===== src/rtl/comb4_sweep_pkg.sv =====
// Shared constants and state encoding for the 4-input truth-table sweep controller.
package comb4_sweep_pkg;

  localparam int N_VEC = 16;
  localparam int IDX_W = 4;
  localparam int CNT_W = 5;

  typedef logic [1:0] sweep_state_t;

  localparam sweep_state_t ST_IDLE   = 2'd0;
  localparam sweep_state_t ST_DRIVE  = 2'd1;
  localparam sweep_state_t ST_SAMPLE = 2'd2;
  localparam sweep_state_t ST_DONE   = 2'd3;

endpackage


===== src/rtl/comb4_sweep_ctrl_if.sv =====
// Host-side control and result signals of the sweep controller.
interface comb4_sweep_ctrl_if;
  import comb4_sweep_pkg::*;

  logic             start;
  logic             abort;
  logic [N_VEC-1:0] expected;
  logic             busy;
  logic             done;
  logic             pass;
  logic [N_VEC-1:0] truth_table;
  logic [CNT_W-1:0] mismatch_cnt;
  logic [IDX_W-1:0] first_fail_idx;

  modport master (
    output start, abort, expected,
    input  busy, done, pass, truth_table, mismatch_cnt, first_fail_idx
  );

  modport slave (
    input  start, abort, expected,
    output busy, done, pass, truth_table, mismatch_cnt, first_fail_idx
  );

endinterface


===== src/rtl/comb4_sweep_ctrl_settle_timer.sv =====
// Settle-time counter: counts cycles a vector has been held and flags the last one.
module sweep_settle_timer #(
  parameter int SETTLE_CYCLES = 2
) (
  input  logic clk,
  input  logic rst_n,
  input  logic clear,
  input  logic enable,
  output logic tc
);

  logic [3:0] count;

  always_ff @(posedge clk or negedge rst_n) begin
    if (!rst_n) begin
      count <= 4'd0;
    end else if (clear) begin
      count <= 4'd0;
    end else if (enable) begin
      count <= count + 4'd1;
    end
  end

  assign tc = (count == 4'(SETTLE_CYCLES - 1));

endmodule


===== src/rtl/comb4_sweep_ctrl.sv =====
// Self-test sequencer: walks all 16 inputs of a 4-input block, records y and
// compares the observed truth table against the expected one.
module comb4_sweep_ctrl
  import comb4_sweep_pkg::*;
#(
  parameter int SETTLE_CYCLES = 2
) (
  input  logic               clk,
  input  logic               rst_n,
  comb4_sweep_ctrl_if.slave  host,
  input  logic               y,
  output logic               a,
  output logic               b,
  output logic               c,
  output logic               d
);

  sweep_state_t     state, state_next;
  logic [IDX_W-1:0] idx;
  logic [N_VEC-1:0] exp_q;
  logic [N_VEC-1:0] truth_q;
  logic [CNT_W-1:0] cnt_q;
  logic [IDX_W-1:0] ffi_q;
  logic             pass_q;
  logic             settle_tc;
  logic             accept;
  logic             last_vec;
  logic             miss;

  assign accept   = (state == ST_IDLE) && host.start && !host.abort;
  assign last_vec = (idx == IDX_W'(N_VEC - 1));
  assign miss     = (y != exp_q[idx]);

  sweep_settle_timer #(.SETTLE_CYCLES(SETTLE_CYCLES)) u_timer (
    .clk    (clk),
    .rst_n  (rst_n),
    .clear  (state != ST_DRIVE),
    .enable (state == ST_DRIVE),
    .tc     (settle_tc)
  );

  always_comb begin
    state_next = state;
    case (state)
      ST_IDLE:   if (accept) state_next = ST_DRIVE;
      ST_DRIVE:  if (host.abort) state_next = ST_IDLE;
                 else if (settle_tc) state_next = ST_SAMPLE;
      ST_SAMPLE: if (host.abort) state_next = ST_IDLE;
                 else if (last_vec) state_next = ST_DONE;
                 else state_next = ST_DRIVE;
      default:   state_next = ST_IDLE;
    endcase
  end

  always_ff @(posedge clk or negedge rst_n) begin
    if (!rst_n) begin
      state <= ST_IDLE;
    end else begin
      state <= state_next;
    end
  end

  // pass is resolved on entry to DONE so it is already valid alongside the done pulse
  always_ff @(posedge clk or negedge rst_n) begin
    if (!rst_n) begin
      idx     <= '0;
      exp_q   <= '0;
      truth_q <= '0;
      cnt_q   <= '0;
      ffi_q   <= '0;
      pass_q  <= 1'b0;
    end else begin
      case (state)
        ST_IDLE: begin
          if (accept) begin
            idx     <= '0;
            exp_q   <= host.expected;
            truth_q <= '0;
            cnt_q   <= '0;
            ffi_q   <= '0;
            pass_q  <= 1'b0;
          end
        end
        ST_SAMPLE: begin
          truth_q[idx] <= y;
          if (miss) begin
            cnt_q <= cnt_q + CNT_W'(1);
            if (cnt_q == '0) ffi_q <= idx;
          end
          if (!host.abort) begin
            if (last_vec) pass_q <= (cnt_q == '0) && !miss;
            else idx <= idx + IDX_W'(1);
          end
        end
        ST_DONE: begin
          if (host.abort) pass_q <= 1'b0;
        end
        default: ;
      endcase
    end
  end

  always_comb begin
    {a, b, c, d} = 4'd0;
    if (state == ST_DRIVE || state == ST_SAMPLE) {a, b, c, d} = idx;
  end

  assign host.busy           = (state != ST_IDLE);
  assign host.done           = (state == ST_DONE);
  assign host.pass           = pass_q;
  assign host.truth_table    = truth_q;
  assign host.mismatch_cnt   = cnt_q;
  assign host.first_fail_idx = ffi_q;

endmodule


===== src/flat_wrapper.sv =====
// flat-port wrapper written by rule: the top's interface ports become plain ports
module comb4_sweep_ctrl_flat import comb4_sweep_pkg::*;
#(
  parameter int SETTLE_CYCLES = 2
)
  (clk, rst_n, y, a, b, c, d, host_start, host_abort, host_expected, host_busy, host_done, host_pass, host_truth_table, host_mismatch_cnt, host_first_fail_idx);
  comb4_sweep_ctrl_if host_i ();
  input  logic clk;
  input  logic rst_n;
  input  logic y;
  output logic a;
  output logic b;
  output logic c;
  output logic d;
  input wire logic [$bits(host_i.start)-1:0] host_start;
  input wire logic [$bits(host_i.abort)-1:0] host_abort;
  input wire logic [$bits(host_i.expected)-1:0] host_expected;
  output wire logic [$bits(host_i.busy)-1:0] host_busy;
  output wire logic [$bits(host_i.done)-1:0] host_done;
  output wire logic [$bits(host_i.pass)-1:0] host_pass;
  output wire logic [$bits(host_i.truth_table)-1:0] host_truth_table;
  output wire logic [$bits(host_i.mismatch_cnt)-1:0] host_mismatch_cnt;
  output wire logic [$bits(host_i.first_fail_idx)-1:0] host_first_fail_idx;
  assign host_i.start = host_start;
  assign host_i.abort = host_abort;
  assign host_i.expected = host_expected;
  assign host_busy = host_i.busy;
  assign host_done = host_i.done;
  assign host_pass = host_i.pass;
  assign host_truth_table = host_i.truth_table;
  assign host_mismatch_cnt = host_i.mismatch_cnt;
  assign host_first_fail_idx = host_i.first_fail_idx;
  comb4_sweep_ctrl #(.SETTLE_CYCLES(SETTLE_CYCLES)) u_core (.clk(clk), .rst_n(rst_n), .host(host_i), .y(y), .a(a), .b(b), .c(c), .d(d));
endmodule

===== config.mk =====
export PLATFORM = sky130hd
export DESIGN_NAME = comb4_sweep_ctrl_flat
export DESIGN_NICKNAME = d
export VERILOG_FILES = /design/src/rtl/comb4_sweep_pkg.sv /design/src/rtl/comb4_sweep_ctrl_if.sv /design/src/rtl/comb4_sweep_ctrl_settle_timer.sv /design/src/rtl/comb4_sweep_ctrl.sv /design/src/flat_wrapper.sv
export SDC_FILE = /design/constraint.sdc
export NUM_CORES = 1
export LEC_CHECK = 0
export CAP_MARGIN = 20
export CELL_PAD_IN_SITES_DETAIL_PLACEMENT = 1
export CELL_PAD_IN_SITES_GLOBAL_PLACEMENT = 1
export CORE_AREA = 2 2 107 109
export CTS_CLUSTER_DIAMETER = 80
export DETAILED_ROUTE_END_ITERATION = 12
export DIE_AREA = 0 0 109 111
export GPL_TIMING_DRIVEN = 0
export PLACE_DENSITY = 0.61
export SLEW_MARGIN = 20
export SYNTH_ARGS = -nofsm -noshare
export SYNTH_HDL_FRONTEND = slang
export SYNTH_SLANG_ARGS = --single-unit

===== constraint.sdc =====
create_clock -name clk -period 2.3 [get_ports clk]
set_clock_uncertainty 0.2 [all_clocks]
set_input_delay 0.575 -clock clk [delete_from_list [all_inputs] [get_ports clk]]
set_output_delay 0.575 -clock clk [all_outputs]
set_load 0.02 [all_outputs]

==> run_results.csv, run 1 <==
group,metric,value,unit
logic_synthesis,synth_edf_count,0,
placed_design,gp_congestion,0.776,
floorplanning,die_h,111,um
worst_setup_path,cp_slowest_cell,"mux4_2",
logic_synthesis,synth_top_area_frac,0.481,
floorplanning,rows,39,
global_route,grt_overflow,0,
timing,rsz0062_at_grt,"yes",
placed_design,place_hpwl,5360,um
logic_synthesis,avgSynthCellArea,10.4,sq um
floorplanning,coreArea,0.0111,sq mm
worst_setup_path,cp_cell_sequence,"buf_8, buf_6, mux2i_2, mux4_2, mux2i_4, nor4_4, buf_6, mux2i_1, o2bb2ai_2",
clock_network,clock_latency,0.29,ns
placed_design,dpl_cell_area,0.00341,sq mm
floorplanning,ios,53,
logic_synthesis,netlist_instances,259,
power_and_ir_drop,total_leakage_power,1.62,nW
logic_synthesis,syn_area,0.00270,sq mm
placed_design,place.port_buffers,52,
detailed_routing,dr.pass1.iters,4,
timing,finalSetupViolations,10,
worst_setup_path,worstSetupStartpointType,"flip-flop",
logic_synthesis,yosysTopAreaCell,"dfrtp_1",
cells_and_area,antenna_cells,0,
power_and_ir_drop,peakVddDrop,0.384,mV
timing,hold_viol_final,0,
detailed_routing,via_per_inst,4.65,
job,maxCapViolCount,0,
cells_and_area,final_nets,369,
status,status,"complete, but fails checks",
worst_setup_path,cpMostUsedCell,"buf_6",
detailed_routing,vias,2226,
worst_setup_path,path_max_fanout,5,
floorplanning,start_util,0.244,
global_route,antenna_found_initial,0,
clock_network,root_buffer,"clkbuf_16",
global_route,grt_pass1_wl,12800,um
cells_and_area,syn2layout_area_growth,43.4,%
placed_design,dp_slack,-1.08,ns
clock_network,cts_buffer_depth,2,
logic_synthesis,synth_seq_area_share,0.481,
clock_network,numCtsBuffers,5,
logic_synthesis,synth_nets,293,
clock_network,cts.sinks,52,
timing,finalCriticalPeriod,2.62,ns
detailed_routing,wire_per_inst,16.4,um
cells_and_area,fin_util,0.350,
global_route,grt_start_max_net_pins,53,
clock_network,clkTransAtPathRegs,0.07,ns
logic_synthesis,yosys_warnings,0,
worst_setup_path,slowest_delay,0.53,ns
global_route,grt_usage,0.137,
timing,timing.final.ws_setup,-0.320,ns
cells_and_area,drive_gt1_frac,0.226,
timing,setup_tns,-2.54,ns
clock_network,cts_hold_buf,0,
timing,fin_crit_sh,1.14,
timing,worstMarginPinSlew,0.698,ns
logic_synthesis,ys.flop_type,"dfrtp_1",
worst_setup_path,critPathKind,"flip-flop to flip-flop",
logic_synthesis,synth.distinct_cells,38,
floorplanning,fp.dieW,109,um
worst_setup_path,arrival,2.58,ns
power_and_ir_drop,pwr_density_cell,1080,mW/mm^2
clock_network,h-tree-depth,2,
worst_setup_path,crit_required,2.26,ns
logic_synthesis,synthTopCellsByArea,"dfrtp_1 48%, mux2_2 6.7%, o21ai_0 6.3%",
detailed_routing,drtIter0Drc,122,
logic_synthesis,ys_seq_elements,52,
floorplanning,die-area,0.0121,sq mm
logic_synthesis,async_reset_ff_frac,1.00,
cells_and_area,final_cell_area,0.00387,sq mm
status,violations,"setup timing",
timing,fmax,382,MHz
detailed_routing,routed_wl,7870,um
clock_network,cts_tree,"done",
timing,max-slew-margin-rel,0.531,
detailed_routing,drtAntennaViolNets,0,
timing,slew_violations,0,
worst_setup_path,endpoint_kind,"flip-flop",
min_path,hold_class,"primary input to async pin",
detailed_routing,drcViolationCount,0,
global_route,grt_pass1_vias,2452,
==> path summary, 6_finish.rpt <==
path	depth (start not counted)	slack (ns)	end	from
worst max-delay path	9	-0.32	u_core.host.first_fail_idx[3]$_DFFE_PN0P_	u_core.idx[1]$_DFFE_PN0P_
worst min-delay path	1	0.11	u_core.u_timer.count[0]$_DFF_PN0_	rst_n
worst max register to register	9	-0.32	u_core.host.first_fail_idx[3]$_DFFE_PN0P_	u_core.idx[1]$_DFFE_PN0P_
worst min register to register	2	0.30	u_core.host.pass$_DFFE_PN0P_	u_core.host.pass$_DFFE_PN0P_
max in group asynchronous	1	1.25	u_core.idx[0]$_DFFE_PN0P_	rst_n
min in group clk	2	0.30	u_core.host.pass$_DFFE_PN0P_	u_core.host.pass$_DFFE_PN0P_
==> where the power goes <==
part / switching (mW) / total, mW / leakage [nW] / internal (mW)
Sequential: 0.178 / 1.34 / 0.681 / 1.16
Clock: 0.338 / 0.911 / 0.0901 / 0.574
Combinational: 0.981 / 1.94 / 0.850 / 0.961
Total: 1.50 / 4.19 / 1.62 / 2.70
==> area by class of cell <==
type / instances / area (sq um)
clock inverters: 1 / 30.0
flip-flops and latches: 52 / 1300
multi-input cells: 183 / 1400
plain buffers: 10 / 57.6
clock buffers: 7 / 153
inverters: 14 / 52.6
fillers: 1239 / 7200
repair buffers: 69 / 696
well taps: 143 / 179
==> worst max-delay path, delay by kind of cell, from the launching register on <==
family                 cells  cell delay, ns
flip-flops                 1            0.43
AO/OA/AOI/OAI              1            0.08
buffers and inverters      3            0.42
AND/OR/NAND/NOR            1            0.24
multiplexers               4            1.11
==> per-stage QoR <==
| step | power [mW] | cells | hold slack, ns |
|---|---|---|---|
| 4_1_cts | 4.16 | 478 | 0.165 |
| 2_1_floorplan | 2.38 | 259 | 0.0794 |
| 6_report | 4.19 | 479 | 0.109 |
| 3_5_place_dp | 2.94 | 454 | 0.293 |
| 3_3_place_gp | 2.89 | 454 | 0.285 |
| 5_1_grt | 4.49 | 479 | 0.190 |
==> state kept, by name, summed over array words and instances, names as in the netlist <==
register,cells
u_core.u_timer.count,4
u_core.state,2
u_core.exp_q,16
u_core.host.first_fail_idx,4
u_core.host.mismatch_cnt,5
u_core.host.truth_table,16
u_core.host.pass,1
u_core.idx,4
==> cell usage in the layout (no fill, tap or decap), types with 8 or more instances in the layout <==
| master | instances |
|---|---|
| ha_1 | 12 |
| nor2_1 | 8 |
| inv_1 | 12 |
| mux2_2 | 16 |
| mux2i_1 | 11 |
| a21oi_1 | 21 |
| clkdlybuf4s50_1 | 44 |
| nand2_1 | 14 |
| dfrtp_1 | 50 |
| buf_4 | 12 |
| o21ai_0 | 34 |
==> logic make-up after synthesis <==
family | Yosys count | synth area share
adder cells (fa/ha/maj) | 13 | 0.0602
buffers and inverters | 24 | 0.0361
XOR/XNOR | 5 | 0.0162
flip-flops | 52 | 0.481
AO/OA/AOI/OAI | 70 | 0.145
multiplexers | 32 | 0.137
AND/OR/NAND/NOR | 63 | 0.124
==> cell usage after synthesis (3+ instances only) <==
cell type  number
dfrtp_1        52
nor2b_1         4
xnor2_1         3
mux2_2         16
a21oi_1        21
nor2_1         11
nand2b_1        3
o2bb2ai_1       5
and3_1          3
clkbuf_1        9
nand2_1        15
inv_1          14
and2_1          7
o21ai_0        34
mux2i_1        13
ha_1           13
nand3_1         7
nor3_1          5
==> timing repair <==
| item | CTS | global route |
|---|---|---|
| resized for setup | 39 | 12 |
| gates cloned | 1 | 0 |
| endpoints found under the hold margin | 0 | 0 |
| endpoints found under the setup margin | 43 | 27 |
| pin swaps | 8 | 3 |
| buffers inserted | 15 | 1 |
==> routing by layer <==
| layer | global-route usage | share of wire | vias up | wire [um] |
|---|---|---|---|---|
| met3 | 0.0270 | 0.035 | 5 | 276 |
| li1 | - | - | 1065 | - |
| met2 | 0.234 | 0.51 | 38 | 4030 |
| met4 | 0.0308 | 0.0067 | 0 | 53 |
| met5 | 0 | 0 | - | 0 |
| met1 | 0.177 | 0.45 | 1118 | 3510 |
(Power assumes the default switching activity.)
==> inputs of run 2 (changes only) <==
--- a/config.mk
+++ b/config.mk
@@ -14,7 +14,6 @@
 export DIE_AREA = 0 0 109 111
 export GPL_TIMING_DRIVEN = 0
 export PLACE_DENSITY = 0.61
-export SLEW_MARGIN = 20
 export SYNTH_ARGS = -nofsm -noshare
 export SYNTH_HDL_FRONTEND = slang
 export SYNTH_SLANG_ARGS = --single-unit
==> run 2 against run 1 <==
Against the previous run: the flow still finishes with violations (setup timing); hold slack worse by 0.037 ns; first-iteration DRC count is 36% lower; sequential power hardly changed; cell count is 0.21% higher; global-route usage is 0.17 points lower; clock power is 6.7% lower; critical path depth stayed put; final area is 1.4% lower.
==> run_results.csv, run 2 (same netlist as run 1, synthesis figures left out) <==
group,metric,value,unit
timing,fmax,387,MHz
power_and_ir_drop,peakVddDrop,0.424,mV
status,status,"complete, but fails checks",
timing,worstMarginPinSlew,0.566,ns
floorplanning,ios,53,
global_route,grt_usage,0.135,
global_route,grt_start_max_net_pins,31,
detailed_routing,wire_per_inst,16.1,um
detailed_routing,wl_met3,265,um
worst_setup_path,reg2reg_depth,9,
power_and_ir_drop,total_leakage_power,1.61,nW
detailed_routing,routed_wl,7710,um
worst_setup_path,endpoint_kind,"flip-flop",
worst_setup_path,critPathKind,"flip-flop to flip-flop",
floorplanning,fp.dieW,109,um
floorplanning,coreArea,0.0111,sq mm
clock_network,h-tree-depth,2,
floorplanning,die_h,111,um
global_route,grt_overflow,0,
placed_design,dpl_cell_area,0.00343,sq mm
timing,fin_crit_sh,1.12,
detailed_routing,dr.pass1.iters,4,
timing,slew_violations,0,
cells_and_area,antenna_cells,0,
timing,setup_tns,-2.04,ns
status,violations,"setup timing",
cells_and_area,syn2layout_area_growth,41.4,%
worst_setup_path,worstSetupStartpointType,"flip-flop",
cells_and_area,final_nets,370,
detailed_routing,drcViolationCount,0,
placed_design,gp_congestion,0.776,
power_and_ir_drop,total_power,4.05,mW
cells_and_area,drive_gt1_frac,0.231,
clock_network,cts_buffer_depth,2,
detailed_routing,top_layer,"met4",
detailed_routing,dr_wl_met2,3810,um
clock_network,cts.sinks,52,
global_route,antenna_found_initial,0,
timing,hold_viol_final,0,
min_path,hold_class,"primary input to async pin",
worst_setup_path,arrival,2.56,ns
floorplanning,die-area,0.0121,sq mm
detailed_routing,drtIter0Drc,78,
detailed_routing,via_per_inst,4.75,
clock_network,clkTransAtPathRegs,0.07,ns
floorplanning,rows,39,
global_route,grt_pass1_vias,2491,
timing,finalCriticalPeriod,2.59,ns
job,maxCapViolCount,0,
cells_and_area,nFillCells,1248,
clock_network,clock_latency,0.29,ns
worst_setup_path,crit_required,2.27,ns
timing,timing.final.ws_setup,-0.287,ns
floorplanning,start_util,0.244,
cells_and_area,final_cell_area,0.00382,sq mm
timing,max-slew-margin-rel,0.622,
detailed_routing,drtAntennaViolNets,0,
clock_network,root_buffer,"clkbuf_16",
placed_design,place_hpwl,5480,um
worst_setup_path,path_max_fanout,5,
placed_design,place.port_buffers,52,
timing,finalSetupViolations,10,
cells_and_area,final_common_cell,"dfrtp_1",
cells_and_area,layout_common_cells,"50 x dfrtp_1, 45 x clkdlybuf4s50_1, 34 x o21ai_0",
clock_network,cts_hold_buf,0,
timing,rsz0062_at_grt,"yes",
clock_network,numCtsBuffers,5,
detailed_routing,wl_met1,3520,um
clock_network,cts_tree,"done",
power_and_ir_drop,pwr_density_cell,1060,mW/mm^2
detailed_routing,vias,2280,
global_route,grt_pass1_wl,12800,um
run 2: power by group:
| part | internal (mW) | switching (mW) |
|---|---|---|
| clock network | 0.513 | 0.337 |
| registers | 1.16 | 0.175 |
| logic | 0.882 | 0.980 |
| total | 2.56 | 1.49 |
run 2: per-layer routing:
layer | up-vias | global-route usage
li1 | 1076 | -
met1 | 1156 | 0.181
met2 | 40 | 0.224
met3 | 8 | 0.0229
met4 | 0 | 0.0350
met5 | - | 0
run 2: timing repair:
item | 4_1_cts | 5_1_grt
setup endpoints to repair | 43 | 35
pin swaps | 5 | 3
gates resized for setup | 39 | 14
buffers inserted | 13 | 4
cloned | 1 | 0
run 2: final timing paths:
kind                                               from                                        end  slack [ns]
max in group asynchronous                         rst_n                  u_core.idx[1]$_DFFE_PN0P_        1.25
min in group clk           u_core.exp_q[12]$_DFFE_PN0P_               u_core.exp_q[12]$_DFFE_PN0P_        0.31
max                           u_core.idx[1]$_DFFE_PN0P_  u_core.host.first_fail_idx[0]$_DFFE_PN0P_       -0.29
min                                               rst_n    u_core.host.mismatch_cnt[4]$_DFFE_PN0P_        0.07
min reg2reg                u_core.exp_q[12]$_DFFE_PN0P_               u_core.exp_q[12]$_DFFE_PN0P_        0.31
max reg2reg                   u_core.idx[1]$_DFFE_PN0P_  u_core.host.first_fail_idx[0]$_DFFE_PN0P_       -0.29
run 2: critical path, stage by stage (launching register included):
cell and delay (ns):
dfrtp_2 0.43, buf_8 0.14, buf_12 0.12, mux2i_1 0.12, mux4_2 0.54, mux2i_4 0.23
nor4_4 0.22, buf_6 0.17, mux2i_2 0.20, o2bb2ai_1 0.08
run 2: layout make-up:
cell class / count / area, sq um / share of cell area
Buffer: 9 / 51.3 / 0.0134
Clock buffer: 6 / 129 / 0.0337
Clock inverter: 2 / 35.0 / 0.00917
Inverter: 14 / 52.6 / 0.0138
Multi-Input combinational cell: 184 / 1410 / 0.368
Sequential cell: 52 / 1300 / 0.341
Tap cell: 143 / 179 / 0.0468
Timing Repair Buffer: 70 / 666 / 0.174
run 2: through the flow:
stage,worst slack [ns],std cells,hold slack [ns],utilization
6_report,-0.287,480,0.0716,0.345
5_1_grt,-0.387,480,0.118,0.345
4_1_cts,-0.323,477,0.0975,0.343
3_5_place_dp,-1.08,455,0.296,0.310
3_3_place_gp,-1.24,454,0.285,0.308
2_1_floorplan,-0.108,259,0.0794,-
==> inputs of run 3 (changes only) <==
--- a/config.mk
+++ b/config.mk
@@ -5,7 +5,6 @@
 export SDC_FILE = /design/constraint.sdc
 export NUM_CORES = 1
 export LEC_CHECK = 0
-export CAP_MARGIN = 20
 export CELL_PAD_IN_SITES_DETAIL_PLACEMENT = 1
 export CELL_PAD_IN_SITES_GLOBAL_PLACEMENT = 1
 export CORE_AREA = 2 2 107 109
==> run 3 against run 2 <==
Against the previous run: the flow still finishes with violations (setup timing); critical path depth unchanged; worst setup slack unchanged; register-to-register slack about the same; hold slack unchanged; final area unchanged; cell count unchanged; sequential share of layout area unchanged; clock power about the same; largest cell class unchanged; largest power group unchanged.
==> run_results.csv, run 3 (same netlist as run 1, synthesis figures left out) <==
group,metric,value,unit
status,status,"complete, but fails checks",
status,violations,"setup timing",
worst_setup_path,critPathKind,"flip-flop to flip-flop",
floorplanning,die_h,111,um
detailed_routing,dr.pass1.iters,4,
floorplanning,ios,53,
worst_setup_path,path_delay_family,"multiplexers",
timing,setup_tns,-2.04,ns
clock_network,numCtsBuffers,5,
cells_and_area,layout_common_cells,"50 x dfrtp_1, 45 x clkdlybuf4s50_1, 34 x o21ai_0",
worst_setup_path,cp_cell_sequence,"buf_8, buf_12, mux2i_1, mux4_2, mux2i_4, nor4_4, buf_6, mux2i_2, o2bb2ai_1",
floorplanning,rows,39,
clock_network,clkTransAtPathRegs,0.07,ns
floorplanning,fp.dieW,109,um
timing,worstMarginPinSlew,0.566,ns
worst_setup_path,cp.buffers_inverters,3,
floorplanning,die-area,0.0121,sq mm
timing,max-slew-margin-rel,0.622,
global_route,met3_usage,0.0229,
cells_and_area,regArea,0.00130,sq mm
timing,finalCriticalPeriod,2.59,ns
clock_network,root_buffer,"clkbuf_16",
cells_and_area,antenna_cells,0,
detailed_routing,via_per_inst,4.75,
placed_design,gp_congestion,0.776,
timing,slew_violations,0,
floorplanning,coreArea,0.0111,sq mm
worst_setup_path,crit_required,2.27,ns
detailed_routing,drcViolationCount,0,
timing,timing.final.ws_setup,-0.287,ns
timing,finalSetupViolations,10,
clock_network,cts.sinks,52,
job,maxCapViolCount,0,
cells_and_area,nFillCells,1248,
timing,holdWs,0.0716,ns
power_and_ir_drop,total_leakage_power,1.61,nW
global_route,grt_busiest_layer,"met2",
detailed_routing,routed_wl,7710,um
worst_setup_path,endpoint_kind,"flip-flop",
global_route,grt_pass1_wl,12800,um
power_and_ir_drop,peakVddDrop,0.424,mV
detailed_routing,drtIter0Drc,78,
power_and_ir_drop,pwr_density_cell,1060,mW/mm^2
global_route,grt_start_max_net_pins,31,
global_route,grt_pass1_vias,2491,
min_path,hold_class,"primary input to async pin",
timing,hold_viol_final,0,
floorplanning,start_util,0.244,
worst_setup_path,arrival,2.56,ns
worst_setup_path,r2r_slack,-0.29,ns
global_route,antenna_found_initial,0,
worst_setup_path,slowest_delay,0.54,ns
placed_design,place_inst,455,
detailed_routing,wire_per_inst,16.1,um
clock_network,cts_hold_buf,0,
detailed_routing,vias,2280,
cells_and_area,fin_util,0.345,
cells_and_area,final_common_cell,"dfrtp_1",
detailed_routing,drtAntennaViolNets,0,
clock_network,clock_latency,0.29,ns
clock_network,cts_buffer_depth,2,
worst_setup_path,cp_slowest_cell,"mux4_2",
cells_and_area,multi_input_area,0.00141,sq mm
global_route,use_met1,0.181,
timing,fmax,387,MHz
clock_network,cts_tree,"done",
timing,rsz0062_at_grt,"yes",
worst_setup_path,path_max_fanout,5,
timing,fin_crit_sh,1.12,
placed_design,place.port_buffers,52,
placed_design,place_hpwl,5480,um
cells_and_area,syn2layout_area_growth,41.4,%
global_route,grt_usage,0.135,
worst_setup_path,worstSetupStartpointType,"flip-flop",
global_route,grt_util_met2,0.224,
cells_and_area,drive_gt1_frac,0.231,
global_route,grt_overflow,0,
cells_and_area,final_nets,370,
clock_network,h-tree-depth,2,
cells_and_area,fin_cells,480,
==> run 3: per-layer routing <==
metal  vias up  part of all wire  routed length (um)
met5         -                 0                   0
met4         0             0.013                 103
met3         8             0.034                 265
met2        40              0.49                3810
met1      1156              0.46                3520
li1       1076                 -                   -
==> run 3: path summary, 6_finish.rpt <==
| path | startpoint | to | cells after the start |
|---|---|---|---|
| setup reg to reg | u_core.idx[1]$_DFFE_PN0P_ | u_core.host.first_fail_idx[0]$_DFFE_PN0P_ | 9 |
| hold reg to reg | u_core.exp_q[12]$_DFFE_PN0P_ | u_core.exp_q[12]$_DFFE_PN0P_ | 1 |
| max in group asynchronous | rst_n | u_core.idx[1]$_DFFE_PN0P_ | 2 |
| hold / removal | rst_n | u_core.host.mismatch_cnt[4]$_DFFE_PN0P_ | 1 |
| setup / recovery | u_core.idx[1]$_DFFE_PN0P_ | u_core.host.first_fail_idx[0]$_DFFE_PN0P_ | 9 |
| min in group clk | u_core.exp_q[12]$_DFFE_PN0P_ | u_core.exp_q[12]$_DFFE_PN0P_ | 1 |
==> run 3: layout make-up <==
class	instances	area share
buffer	9	0.0134
tap	143	0.0468
multi-input combinational	184	0.368
sequential	52	0.341
timing repair buffer	70	0.174
clock buffer	6	0.0337
clock inverter	2	0.00917
inverter	14	0.0138
==> run 3: worst register-to-register path, delay by kind of cell (launching register included) <==
family	cells	cell delay, ns
mux	4	1.10
buf+inv	3	0.43
flops	1	0.43
simple gates	1	0.22
compound gates	1	0.08
==> run 3: what timing repair did <==
item | in CTS | in global routing
setup buffers | 13 | 4
pin swaps | 5 | 3
resized for setup | 39 | 14
endpoints found under the setup margin | 43 | 35
gates cloned | 1 | 0
==> run 3: through the flow <==
step	power, mW	instance area (sq um)	worst slack, ns
6_report	4.05	3820	-0.287
4_1_cts	4.06	3800	-0.323
2_1_floorplan	2.38	2720	-0.108
5_1_grt	4.34	3820	-0.387
3_3_place_gp	2.89	3420	-1.24
3_5_place_dp	2.94	3430	-1.08
==> run 3: power by group <==
| part | switching [mW] | leakage [nW] | internal (mW) |
|---|---|---|---|
| Sequential | 0.175 | 0.681 | 1.16 |
| Clock | 0.337 | 0.0808 | 0.513 |
| Combinational | 0.980 | 0.848 | 0.882 |
| Total | 1.49 | 1.61 | 2.56 |
